--- config.mk ---
export PLATFORM = sky130hd
export DESIGN_NAME = imem_loader
export DESIGN_NICKNAME = d
export VERILOG_FILES = /design/src/rtl/imem_loader_pkg.sv /design/src/rtl/imem_loader_byte_to_word_packer.sv /design/src/rtl/imem_loader.sv
export SDC_FILE = /design/constraint.sdc
export NUM_CORES = 1
export LEC_CHECK = 0
export CAP_MARGIN = 20
export CORE_UTILIZATION = 56
export DETAILED_ROUTE_END_ITERATION = 6
export PLACE_DENSITY_LB_ADDON = 0.05
export SETUP_SLACK_MARGIN = 0.05
export SLEW_MARGIN = 20
export SYNTH_ARGS = -nofsm -noshare
export SYNTH_HDL_FRONTEND = slang
export SYNTH_HIERARCHICAL = 1
export SYNTH_SLANG_ARGS = --single-unit
--- constraint.sdc ---
create_clock -name clk -period 3.6 [get_ports clk]
set_input_delay 0.72 -clock clk [delete_from_list [all_inputs] [get_ports clk]]
set_output_delay 0.72 -clock clk [all_outputs]
set_load 0.05 [all_outputs]
--- src/rtl/imem_loader_pkg.sv ---
// Shared definitions for the instruction-memory loader: FSM encoding and word geometry.
package imem_loader_pkg;

    typedef enum logic [2:0] {
        IDLE  = 3'd0,
        HDR0  = 3'd1,
        HDR1  = 3'd2,
        BYTE  = 3'd3,
        WRITE = 3'd4,
        DONE  = 3'd5,
        ERR   = 3'd6
    } state_t;

    localparam int WORD_BYTES = 4;

endpackage

--- src/rtl/imem_loader_byte_to_word_packer.sv ---
// Packs a big-endian byte stream into 32-bit words; first byte lands in [31:24].
module imem_loader_byte_to_word_packer
    import imem_loader_pkg::*;
(
    input  logic        clk,
    input  logic        rst,
    input  logic        accept,
    input  logic        clear,
    input  logic [7:0]  in_data,
    output logic [31:0] word,
    output logic        word_ready
);

    localparam int IDX_W = $clog2(WORD_BYTES);

    logic [IDX_W-1:0] idx_q, idx_d;
    logic [31:0]      word_q, word_d;

    always_comb begin
        idx_d  = idx_q;
        word_d = word_q;
        if (clear) begin
            idx_d  = '0;
            word_d = '0;
        end else if (accept) begin
            word_d = {word_q[23:0], in_data};
            idx_d  = idx_q + 1'b1;
        end
    end

    always_ff @(posedge clk) begin
        if (!rst) begin
            idx_q  <= '0;
            word_q <= '0;
        end else begin
            idx_q  <= idx_d;
            word_q <= word_d;
        end
    end

    // Index wraps naturally to 0 after the last byte of a word.
    assign word_ready = accept && (idx_q == IDX_W'(WORD_BYTES - 1));
    assign word       = word_q;

endmodule

--- src/rtl/imem_loader.sv ---
// Loads a counted, big-endian word stream into instruction memory while holding the CPU.
module imem_loader
    import imem_loader_pkg::*;
#(
    parameter logic [31:0] BASE_ADDR = 32'h0000_0000,
    parameter int          MAX_WORDS = 256
) (
    input  logic        clk,
    input  logic        rst,
    input  logic        start,
    input  logic        in_valid,
    input  logic [7:0]  in_data,
    output logic        in_ready,
    output logic        imem_we,
    output logic [31:0] imem_addr,
    output logic [31:0] imem_wdata,
    output logic        cpu_hold,
    output logic        done,
    output logic        error,
    output logic [15:0] words_loaded,
    output state_t      dbg_state
);

    // Stream handshake: a byte transfers on a rising edge where in_valid && in_ready;
    // in_ready depends only on state, never on in_valid.

    localparam logic [16:0] MAX_W = 17'(MAX_WORDS);

    state_t      state_q, state_d;
    logic [31:0] ptr_q, ptr_d;
    logic [15:0] wl_q, wl_d;
    logic [15:0] cnt_q, cnt_d;
    logic        pk_clear;
    logic        pk_accept;
    logic        word_ready;
    logic [15:0] hdr_n;
    logic [31:0] pk_word;

    assign hdr_n     = {cnt_q[15:8], in_data};
    assign pk_accept = in_valid && (state_q == BYTE);

    imem_loader_byte_to_word_packer u_packer (
        .clk        (clk),
        .rst        (rst),
        .accept     (pk_accept),
        .clear      (pk_clear),
        .in_data    (in_data),
        .word       (pk_word),
        .word_ready (word_ready)
    );

    always_comb begin
        state_d  = state_q;
        ptr_d    = ptr_q;
        wl_d     = wl_q;
        cnt_d    = cnt_q;
        pk_clear = 1'b0;
        case (state_q)
            IDLE, DONE: begin
                if (start) begin
                    state_d  = HDR0;
                    wl_d     = '0;
                    ptr_d    = BASE_ADDR;
                    pk_clear = 1'b1;
                end
            end
            HDR0: begin
                if (in_valid) begin
                    cnt_d[15:8] = in_data;
                    state_d     = HDR1;
                end
            end
            HDR1: begin
                if (in_valid) begin
                    cnt_d = hdr_n;
                    if (hdr_n == 16'd0)             state_d = DONE;
                    else if ({1'b0, hdr_n} > MAX_W) state_d = ERR;
                    else                            state_d = BYTE;
                end
            end
            BYTE: begin
                if (word_ready) state_d = WRITE;
            end
            WRITE: begin
                ptr_d   = ptr_q + 32'd4;
                wl_d    = wl_q + 16'd1;
                state_d = (wl_d == cnt_q) ? DONE : BYTE;
            end
            ERR: state_d = ERR;
            default: state_d = IDLE;
        endcase
    end

    always_ff @(posedge clk) begin
        if (!rst) begin
            state_q <= IDLE;
            ptr_q   <= BASE_ADDR;
            wl_q    <= '0;
            cnt_q   <= '0;
        end else begin
            state_q <= state_d;
            ptr_q   <= ptr_d;
            wl_q    <= wl_d;
            cnt_q   <= cnt_d;
        end
    end

    assign in_ready     = (state_q == HDR0) || (state_q == HDR1) || (state_q == BYTE);
    assign imem_we      = (state_q == WRITE);
    assign imem_addr    = ptr_q;
    assign imem_wdata   = pk_word;
    assign cpu_hold     = (state_q != DONE);
    assign done         = (state_q == DONE);
    assign error        = (state_q == ERR);
    assign words_loaded = wl_q;
    assign dbg_state    = state_q;

endmodule

==> summary.md, run 1 <==
| Metric | Value |
|---|---|
| RSZ-0062 raised after global routing | no |
| Placed cells | 750 |
| Leakage | 2.01 nW |
| Die area | 0.00924 mm² |
| Cells after synthesis | 581 |
| Chip height | 96.1 µm |
| Starting density of the core | 59.2% |
| I/O Pins | 100 |
| Yosys top cell area share | 40.0% |
| CP endpoint kind | output pin |
| Max-Cap Viols | 0 |
| Main synth FF type | dfxtp_1 |
| Nets | 671 |
| Final hold vios | 0 |
| CP Data Arrival Time | 2.23 ns |
| Grt met3 use | 6.40% |
| CORE AREA | 0.00838 mm² |
| Post-synth EDFFs | 0 |
| Synth cell count leaders | dfxtp_1, nor2_1, nand2_1 |
| Ys async rst share | 0% |
| Ys Warns | 6 |
| Post-synthesis sequential area ratio | 40.0% |
| Final std cells w/o fill | 766 |
| Initial antenna violation count | 0 |
| CP Max Fanout | 12 |
| GR peak layer | met2 |
| Seq cells post-synth | 99 |
| Routed Antenna Nets | 0 |
| Worst setup SP type | flop |
| Peak supply drop | 217 µV |
| Max incr delay on CP | 0.79 ns |
| DRC | 0 |
| Min-delay worst type | flop to flop |
| DR iter-0 viols | 190 |
| H-tree depth | 3 |
| HPWL Detailed | 8340 µm |
| Hold WS | 0.479 ns |
| Antenna cells | 0 |
| Worst Tran Pin Value | 0.720 ns |
| GR Util met2 | 46.5% |
| Reg clk slew, reported paths | 0.10 ns |
| Switch share | 31.2% |
| Crit path cell chain | nand2_1 -> or2_1 -> inv_1 -> clkdlybuf4s50_1 |
| Grt ovf | 0 |
| Power Dens Cells | 358 mW/mm² |
| Tot Pwr | 2.18 mW |
| Pint | 1.50 mW |
| Die width | 96.1 µm |
| CTS tree | built |
| GRT Total Usage | 27.0% |
| Clock share of power | 32.3% |
| Clock sink count | 99 |
| Post CTS Setup Buffer Count | 0 |
| Clock skew | 0.0159 ns |
| Final Wtd Congestion | 0.871 |
| Worst-skew pair later-pin latency | 0.38 ns |
| DRT Pass-1 Iters | 4 |
| GR Util met1 | 32.9% |
| Core Util, Final | 72.5% |
| Number of port buffers | 97 |
| Clock buffers created by TritonCTS | 9 |
| Tmin final | 2.95 ns |
| Status | complete, no violations |
| Vias | 4584 |
| Wire length per cell | 15.8 µm |
| Hold_buf cts | 0 |
| Worst endpoint required time | 2.88 ns |
| CP max stage cell | clkdlybuf4s50_1 |
| Post_cts resized | 0 |
| Area grow syn2layout | 22.6% |
| Via density | 5.98 |
| Switch Pwr | 0.679 mW |
| Share of cells above drive strength 1 | 6.35% |
| Max Slew Vio Count | 0 |
| Routed wire length | 12100 µm |
| Mapped Area | 0.00496 mm² |
| Final setup vio count | 0 |
| Fin crit share | 82.0% |
| Buffers plus inverters on the worst setup path | 2 |
| First-pass GRT wire length | 19500 µm |
| Mean Syn Cell Area | 8.53 µm² |
| Vias in the first global route | 4146 |
| Fmax | 0.339 GHz |
| Synth cell types | 73 |
| CTS max path bufs | 2 |
| Crit Path Category | flop to output pin |
| Root Buffer | clkbuf_8 |
| Rel. slew slack | 52.0% |
| Synth area leader | dfxtp_1 |
| Combinational Power Share | 15.1% |
| Top delay family on crit path | buffers and inverters |
| Cell Rows | 33 |
| Top cells by area, synth | dfxtp_1, mux2i_1, nor2_1 |
| Setup TNS Final | 0 ns |
| Largest net degree at the start of global routing | 37 |
| Sequential share of power | 52.6% |
| Most numerous cell in the Yosys netlist | dfxtp_1 |
-- per-stage QoR --
stage | area, µm² | setup slack [ns]
floorplan | 4960 | 0.635
global placement | 5880 | 0.881
detailed placement | 5880 | 0.822
CTS | 6080 | 0.652
global route | 6080 | 0.518
finish | 6080 | 0.646
-- registers in the layout, indices dropped and copies added, names as in the netlist --
signal	cells
cnt_q	16
dbg_state	3
imem_addr	30
words_loaded	16
u_packer/word	32
u_packer/idx_q	2
-- final cells by class --
class / instances / area (µm²)
Multi-Input combinational cell: 435 / 2700
Clock buffer: 9 / 124
Tap cell: 105 / 131
Clock inverter: 7 / 70.1
Sequential cell: 99 / 1980
Inverter: 5 / 18.8
Timing Repair Buffer: 106 / 1050
Fill cell: 653 / 2300
-- cell usage in the layout, fill, tap and decap left out, drive strengths merged, types with 3 or more instances in the layout --
cell / n
clkbuf: 9
xor2: 8
nand4: 9
clkinv: 3
xnor2: 13
or2: 4
and3: 11
o31ai: 3
mux2i: 44
a31oi: 9
o21ai: 22
nand3: 22
inv: 8
and2: 3
nor4: 5
a21oi: 42
ha: 3
and4: 7
buf: 10
clkdlybuf4s50: 96
nand2b: 3
o22ai: 3
dfxtp: 99
nor2b: 4
nand2: 54
o211ai: 4
nor3: 12
nor2: 83
a311oi: 8
nor3b: 4
or4: 7
o21a: 4
nand3b: 5
a41oi: 4
or3: 7
-- cell families (layout without fill, tap and decap cells) --
kind of cell	Yosys count	in the layout	share of synthesized area (%)
xor gates and xnor gates	21	21	3.71
buffers and inverters	48	127	5.73
and+or+nand+nor	245	245	25.3
muxes	45	45	9.11
DFF	99	99	40.0
other	1	2	0.0756
AOI/OAI and AO/OA	119	119	15.4
adders and majority gates	3	3	0.757
-- power by group through the flow --
stage	clock network (mW)	logic, mW	registers [mW]
6_report	0.702	0.329	1.15
5_1_grt	0.762	0.354	1.15
4_1_cts	0.715	0.327	1.14
3_5_place_dp	0	0.325	1.17
3_3_place_gp	0	0.319	1.17
2_1_floorplan	0	0.231	1.18
-- per-layer routing --
metal	vias up	share of wire, %
met4	0	1.3
met2	163	48
li1	2234	-
met1	2173	44
met3	14	6.3
met5	-	0
-- worst paths after layout --
check                                     end       startpoint  cells past startpoint  slack [ns]
worst max-delay path                     done     dbg_state[0]                      4        0.65
worst max register to register   dbg_state[1]  words_loaded[1]                      7        0.91
worst min register to register  imem_addr[31]    imem_addr[31]                      1        0.48
worst min-delay path            imem_addr[31]    imem_addr[31]                      1        0.48
Power figures use the tool's default switching activity.
==> run 2: changes to the inputs <==
- CORE_UTILIZATION: 56 -> 52
- clock period: 3.6 -> 2.8 ns (I/O delays scaled with it)
==> summary.md, run 2 (same netlist as run 1, synthesis figures left out) <==
| Metric | Value |
|---|---|
| Vias in the first global route | 4327 |
| Initial antenna violation count | 0 |
| Crit Path Category | flop to output pin |
| Final Cell Area | 0.00621 mm² |
| Rel. slew slack | 55.7% |
| CTS max path bufs | 2 |
| Chip height | 99.7 µm |
| CP Data Arrival Time | 2.07 ns |
| Hold_buf cts | 0 |
| Clock sink count | 99 |
| Area grow syn2layout | 25.2% |
| H-tree depth | 3 |
| Top delay family on crit path | buffers and inverters |
| Fin crit share | 93.9% |
| Routed wire length | 12300 µm |
| Final Wtd Congestion | 0.953 |
| Clock buffers created by TritonCTS | 9 |
| FF/Latch Area | 0.00198 mm² |
| CP Max Fanout | 22 |
| Antenna cells | 0 |
| First-pass GRT wire length | 20500 µm |
| Grt ovf | 0 |
| Setup crit start | dbg_state[2] |
| Most frequent cells in the layout | dfxtp_1, clkdlybuf4s50_1, nor2_1, nand2_1, mux2i_1 |
| CP endpoint kind | output pin |
| Max incr delay on CP | 0.56 ns |
| I/O Pins | 100 |
| Buffers plus inverters on the worst setup path | 3 |
| CTS tree | built |
| Worst-skew pair later-pin latency | 0.38 ns |
| Leakage | 2.10 nW |
| Nets | 682 |
| Status | complete, no violations |
| RSZ-0062 raised after global routing | no |
| Max-Cap Viols | 0 |
| Crit path cell chain | or3b_1 -> buf_4 -> inv_2 -> buf_12 |
| Worst hold path startpoint | imem_addr[31] |
| Die width | 99.7 µm |
| CORE AREA | 0.00924 mm² |
| Final hold vios | 0 |
| Routed Antenna Nets | 0 |
| Starting density of the core | 53.7% |
| Largest net degree at the start of global routing | 35 |
| Root Buffer | clkbuf_8 |
| Vias | 4626 |
| Via density | 5.78 |
| DR iter-0 viols | 257 |
| DRT Pass-1 Iters | 6 |
| Cell Rows | 35 |
| Number of port buffers | 97 |
| Fmax | 0.380 GHz |
| Share of cells above drive strength 1 | 8.18% |
| Final setup vio count | 0 |
| Min-delay worst type | flop to flop |
| Die area | 0.00993 mm² |
| Multi-input gate area | 0.00270 mm² |
| Clock skew | 0.0197 ns |
| HPWL Detailed | 8960 µm |
| Reg clk slew, reported paths | 0.11 ns |
| Fillers | 800 |
| Setup TNS Final | 0 ns |
| Most common cell after layout, fill and taps aside | dfxtp_1 |
| DRC | 0 |
| Largest register FFs | 32 |
| Placed cell area | 0.00600 mm² |
| Power Dens Cells | 458 mW/mm² |
| Reg-to-reg startpoint | words_loaded[0] |
| Tmin final | 2.63 ns |
| Worst Tran Pin Value | 0.662 ns |
| Worst endpoint required time | 2.24 ns |
| Post_cts resized | 1 |
| Peak supply drop | 372 µV |
| Post CTS Setup Buffer Count | 0 |
| GRT Total Usage | 25.6% |
| Worst setup SP type | flop |
| Max Slew Vio Count | 0 |
| CP max stage cell | dfxtp_1 |
| Wire length per cell | 15.4 µm |
run 2: changes by cell type in the layout (fill, tap and decap cells not counted):
cell             delta
buf_4              +11
clkdlybuf4s50_1     -2
dfxtp_1             -2
dfxtp_2             +2
clkinv_8            +1
clkinvlp_4          -1
dlygate4sd2_1       +1
dlymetal6s2s_1      +1
inv_6               -1
inv_8               +1
run 2: path summary, 6_finish.rpt:
path,endpoint,slack [ns],depth (start not counted)
worst max register to register,dbg_state[1],0.39,7
worst min register to register,imem_addr[31],0.48,1
worst max-delay path,imem_we,0.17,4
worst min-delay path,imem_addr[31],0.48,1
run 2: final cells by class:
class	instances	share of cell area [%]
multi-input cells	435	43.6
flip-flops and latches	99	32.0
repair buffers	117	18.2
well taps	129	2.60
clock buffers	9	2.00
clock inverters	7	1.31
inverters	5	0.302
run 2: where the power goes:
part	leakage [nW]	internal [mW]	total [mW]	switching, mW
logic	1.20	0.159	0.435	0.276
clock network	0.103	0.357	0.931	0.574
registers	0.799	1.43	1.48	0.0437
total	2.10	1.95	2.84	0.894
run 2: through the flow:
| step | power, mW | util (%) | setup slack, ns | cells | hold slack, ns |
|---|---|---|---|---|---|
| floorplan | 1.81 | - | 0.0448 | 582 | 0.461 |
| global placement | 1.93 | 64.9 | 0.289 | 785 | 0.459 |
| detailed placement | 1.94 | 64.9 | 0.248 | 785 | 0.462 |
| CTS | 2.85 | 67.1 | 0.105 | 801 | 0.479 |
| global route | 2.97 | 67.2 | 0.0861 | 801 | 0.503 |
| finish | 2.84 | 67.2 | 0.171 | 801 | 0.476 |
run 2: layer usage:
metal	up-vias	GRT usage, %	wire length [µm]
met1	2203	31.9	5430
met4	0	8.48	248
met3	23	6.04	632
met5	-	0	0
li1	2256	-	-
met2	144	43.5	6040
==> run 3: changes to the inputs <==
- MAX_ROUTING_LAYER: default -> met4
==> summary.md, run 3 (same netlist as run 1, synthesis figures left out) <==
| Metric | Value |
|---|---|
| Tmin final | 2.63 ns |
| First-pass GRT wire length | 20400 µm |
| Most frequent cells in the layout | dfxtp_1, clkdlybuf4s50_1, nor2_1, nand2_1, mux2i_1 |
| Placed cell area | 0.00600 mm² |
| DRT Pass-1 Iters | 5 |
| Leakage | 2.10 nW |
| Setup TNS Final | 0 ns |
| Worst R2R Path Depth | 7 |
| HPWL Detailed | 8960 µm |
| DR iter-0 viols | 238 |
| Nets | 682 |
| Chip height | 99.7 µm |
| Via density | 5.82 |
| Area grow syn2layout | 25.2% |
| RSZ-0062 raised after global routing | no |
| Number of port buffers | 97 |
| Reg clk slew, reported paths | 0.11 ns |
| Die area | 0.00993 mm² |
| Max incr delay on CP | 0.56 ns |
| Worst Tran Pin Value | 0.664 ns |
| Crit Path Category | flop to output pin |
| Final hold vios | 0 |
| Fin crit share | 93.9% |
| Status | complete, no violations |
| CP Data Arrival Time | 2.07 ns |
| Worst setup path endpoint | imem_we |
| Starting density of the core | 53.7% |
| Clock skew | 0.0178 ns |
| Core Util, Final | 67.2% |
| Worst endpoint required time | 2.24 ns |
| Most common cell after layout, fill and taps aside | dfxtp_1 |
| Rel. slew slack | 55.6% |
| Clock sink count | 99 |
| DP Worst Slack | 0.248 ns |
| Wire length per cell | 15.4 µm |
| RR Endpoint | dbg_state[1] |
| Max Slew Vio Count | 0 |
| Fmax | 0.380 GHz |
| Routed wire length | 12400 µm |
| Routed Antenna Nets | 0 |
| Setup crit start | dbg_state[2] |
| Clock buffers created by TritonCTS | 9 |
| CTS max path bufs | 2 |
| Post CTS Setup Buffer Count | 0 |
| Combinational Power Share | 15.3% |
| Switch share | 31.4% |
| Final Wtd Congestion | 0.970 |
| Root Buffer | clkbuf_8 |
| DRC | 0 |
| Worst setup SP type | flop |
| Post-route worst setup slack | 0.172 ns |
| Power Dens Cells | 458 mW/mm² |
| Largest register FFs | 32 |
| Crit path cell chain | or3b_1 -> buf_4 -> inv_2 -> buf_12 |
| Reg-to-reg startpoint | words_loaded[0] |
| Grt ovf | 0 |
| Vias in the first global route | 4321 |
| Peak supply drop | 371 µV |
| Final Cell Area | 0.00621 mm² |
| Tot Pwr | 2.84 mW |
| CTS tree | built |
| R2R Setup Slk | 0.36 ns |
| CORE AREA | 0.00924 mm² |
| Antenna cells | 0 |
| H-tree depth | 3 |
| Die width | 99.7 µm |
| CP Max Fanout | 22 |
| Largest net degree at the start of global routing | 35 |
| I/O Pins | 100 |
| Initial antenna violation count | 0 |
| CP endpoint kind | output pin |
| Min-delay worst type | flop to flop |
| Final setup vio count | 0 |
| Cell Rows | 35 |
| Max-Cap Viols | 0 |
| Clock share of power | 32.7% |
| Vias | 4659 |
| Switch Pwr | 0.892 mW |
| CP max stage cell | dfxtp_1 |
| Sequential share of power | 52.0% |
| GRT Total Usage | 26.3% |
| Worst-skew pair later-pin latency | 0.38 ns |
| Share of cells above drive strength 1 | 8.18% |
| Pint | 1.95 mW |
run 3: worst min path at each step:
| stage | startpoint | slack, ns | to | cells past startpoint |
|---|---|---|---|---|
| after floorplan | cnt_q[11] | 0.46 | cnt_q[11] | 2 |
| after global placement | imem_addr[31] | 0.46 | imem_addr[31] | 1 |
| after detailed placement | imem_addr[31] | 0.46 | imem_addr[31] | 1 |
| after CTS | imem_addr[31] | 0.48 | imem_addr[31] | 1 |
| after global routing | imem_addr[31] | 0.50 | imem_addr[31] | 1 |
| final | imem_addr[31] | 0.48 | imem_addr[31] | 1 |
run 3: area by class of cell:
class	instances	area, µm²
fill	800	3030
multi-input combinational	435	2700
sequential	99	1980
timing repair buffer	117	1130
tap	129	161
clock buffer	9	124
clock inverter	7	81.3
inverter	5	18.8
run 3: power by group through the flow:
| stage | clock network, mW | registers (mW) | logic (mW) |
|---|---|---|---|
| floorplan | 0 | 1.51 | 0.298 |
| global placement | 0 | 1.50 | 0.427 |
| detailed placement | 0 | 1.51 | 0.433 |
| CTS | 0.946 | 1.47 | 0.435 |
| global route | 1.02 | 1.48 | 0.476 |
| finish | 0.929 | 1.48 | 0.435 |
run 3: routing by layer:
metal / global-route usage (%) / share of wire, % / vias up
met1: 31.6 / 43 / 2221
met2: 43.8 / 49 / 160
met5: - / 0 / -
met4: 8.48 / 1.9 / 0
li1: - / - / 2255
met3: 6.04 / 5.5 / 23
run 3: metrics by stage:
step                      hold slack [ns]  instances
after floorplan                     0.461        582
after global placement              0.459        785
after detailed placement            0.462        785
after CTS                           0.479        801
after global routing                0.503        801
final                               0.475        801
run 3: critical path, delay by kind of cell, from the launching register on:
family / cells / cell delay, ns
and+or+nand+nor: 1 / 0.47
buffers and inverters: 3 / 0.66
DFF: 1 / 0.56
run 3: what timing repair did:
action,4_1_cts,5_1_grt
endpoints found under the setup margin,1,2
pin swaps,0,0
cloned,0,0
hold buffers,0,0
resized for setup,1,3
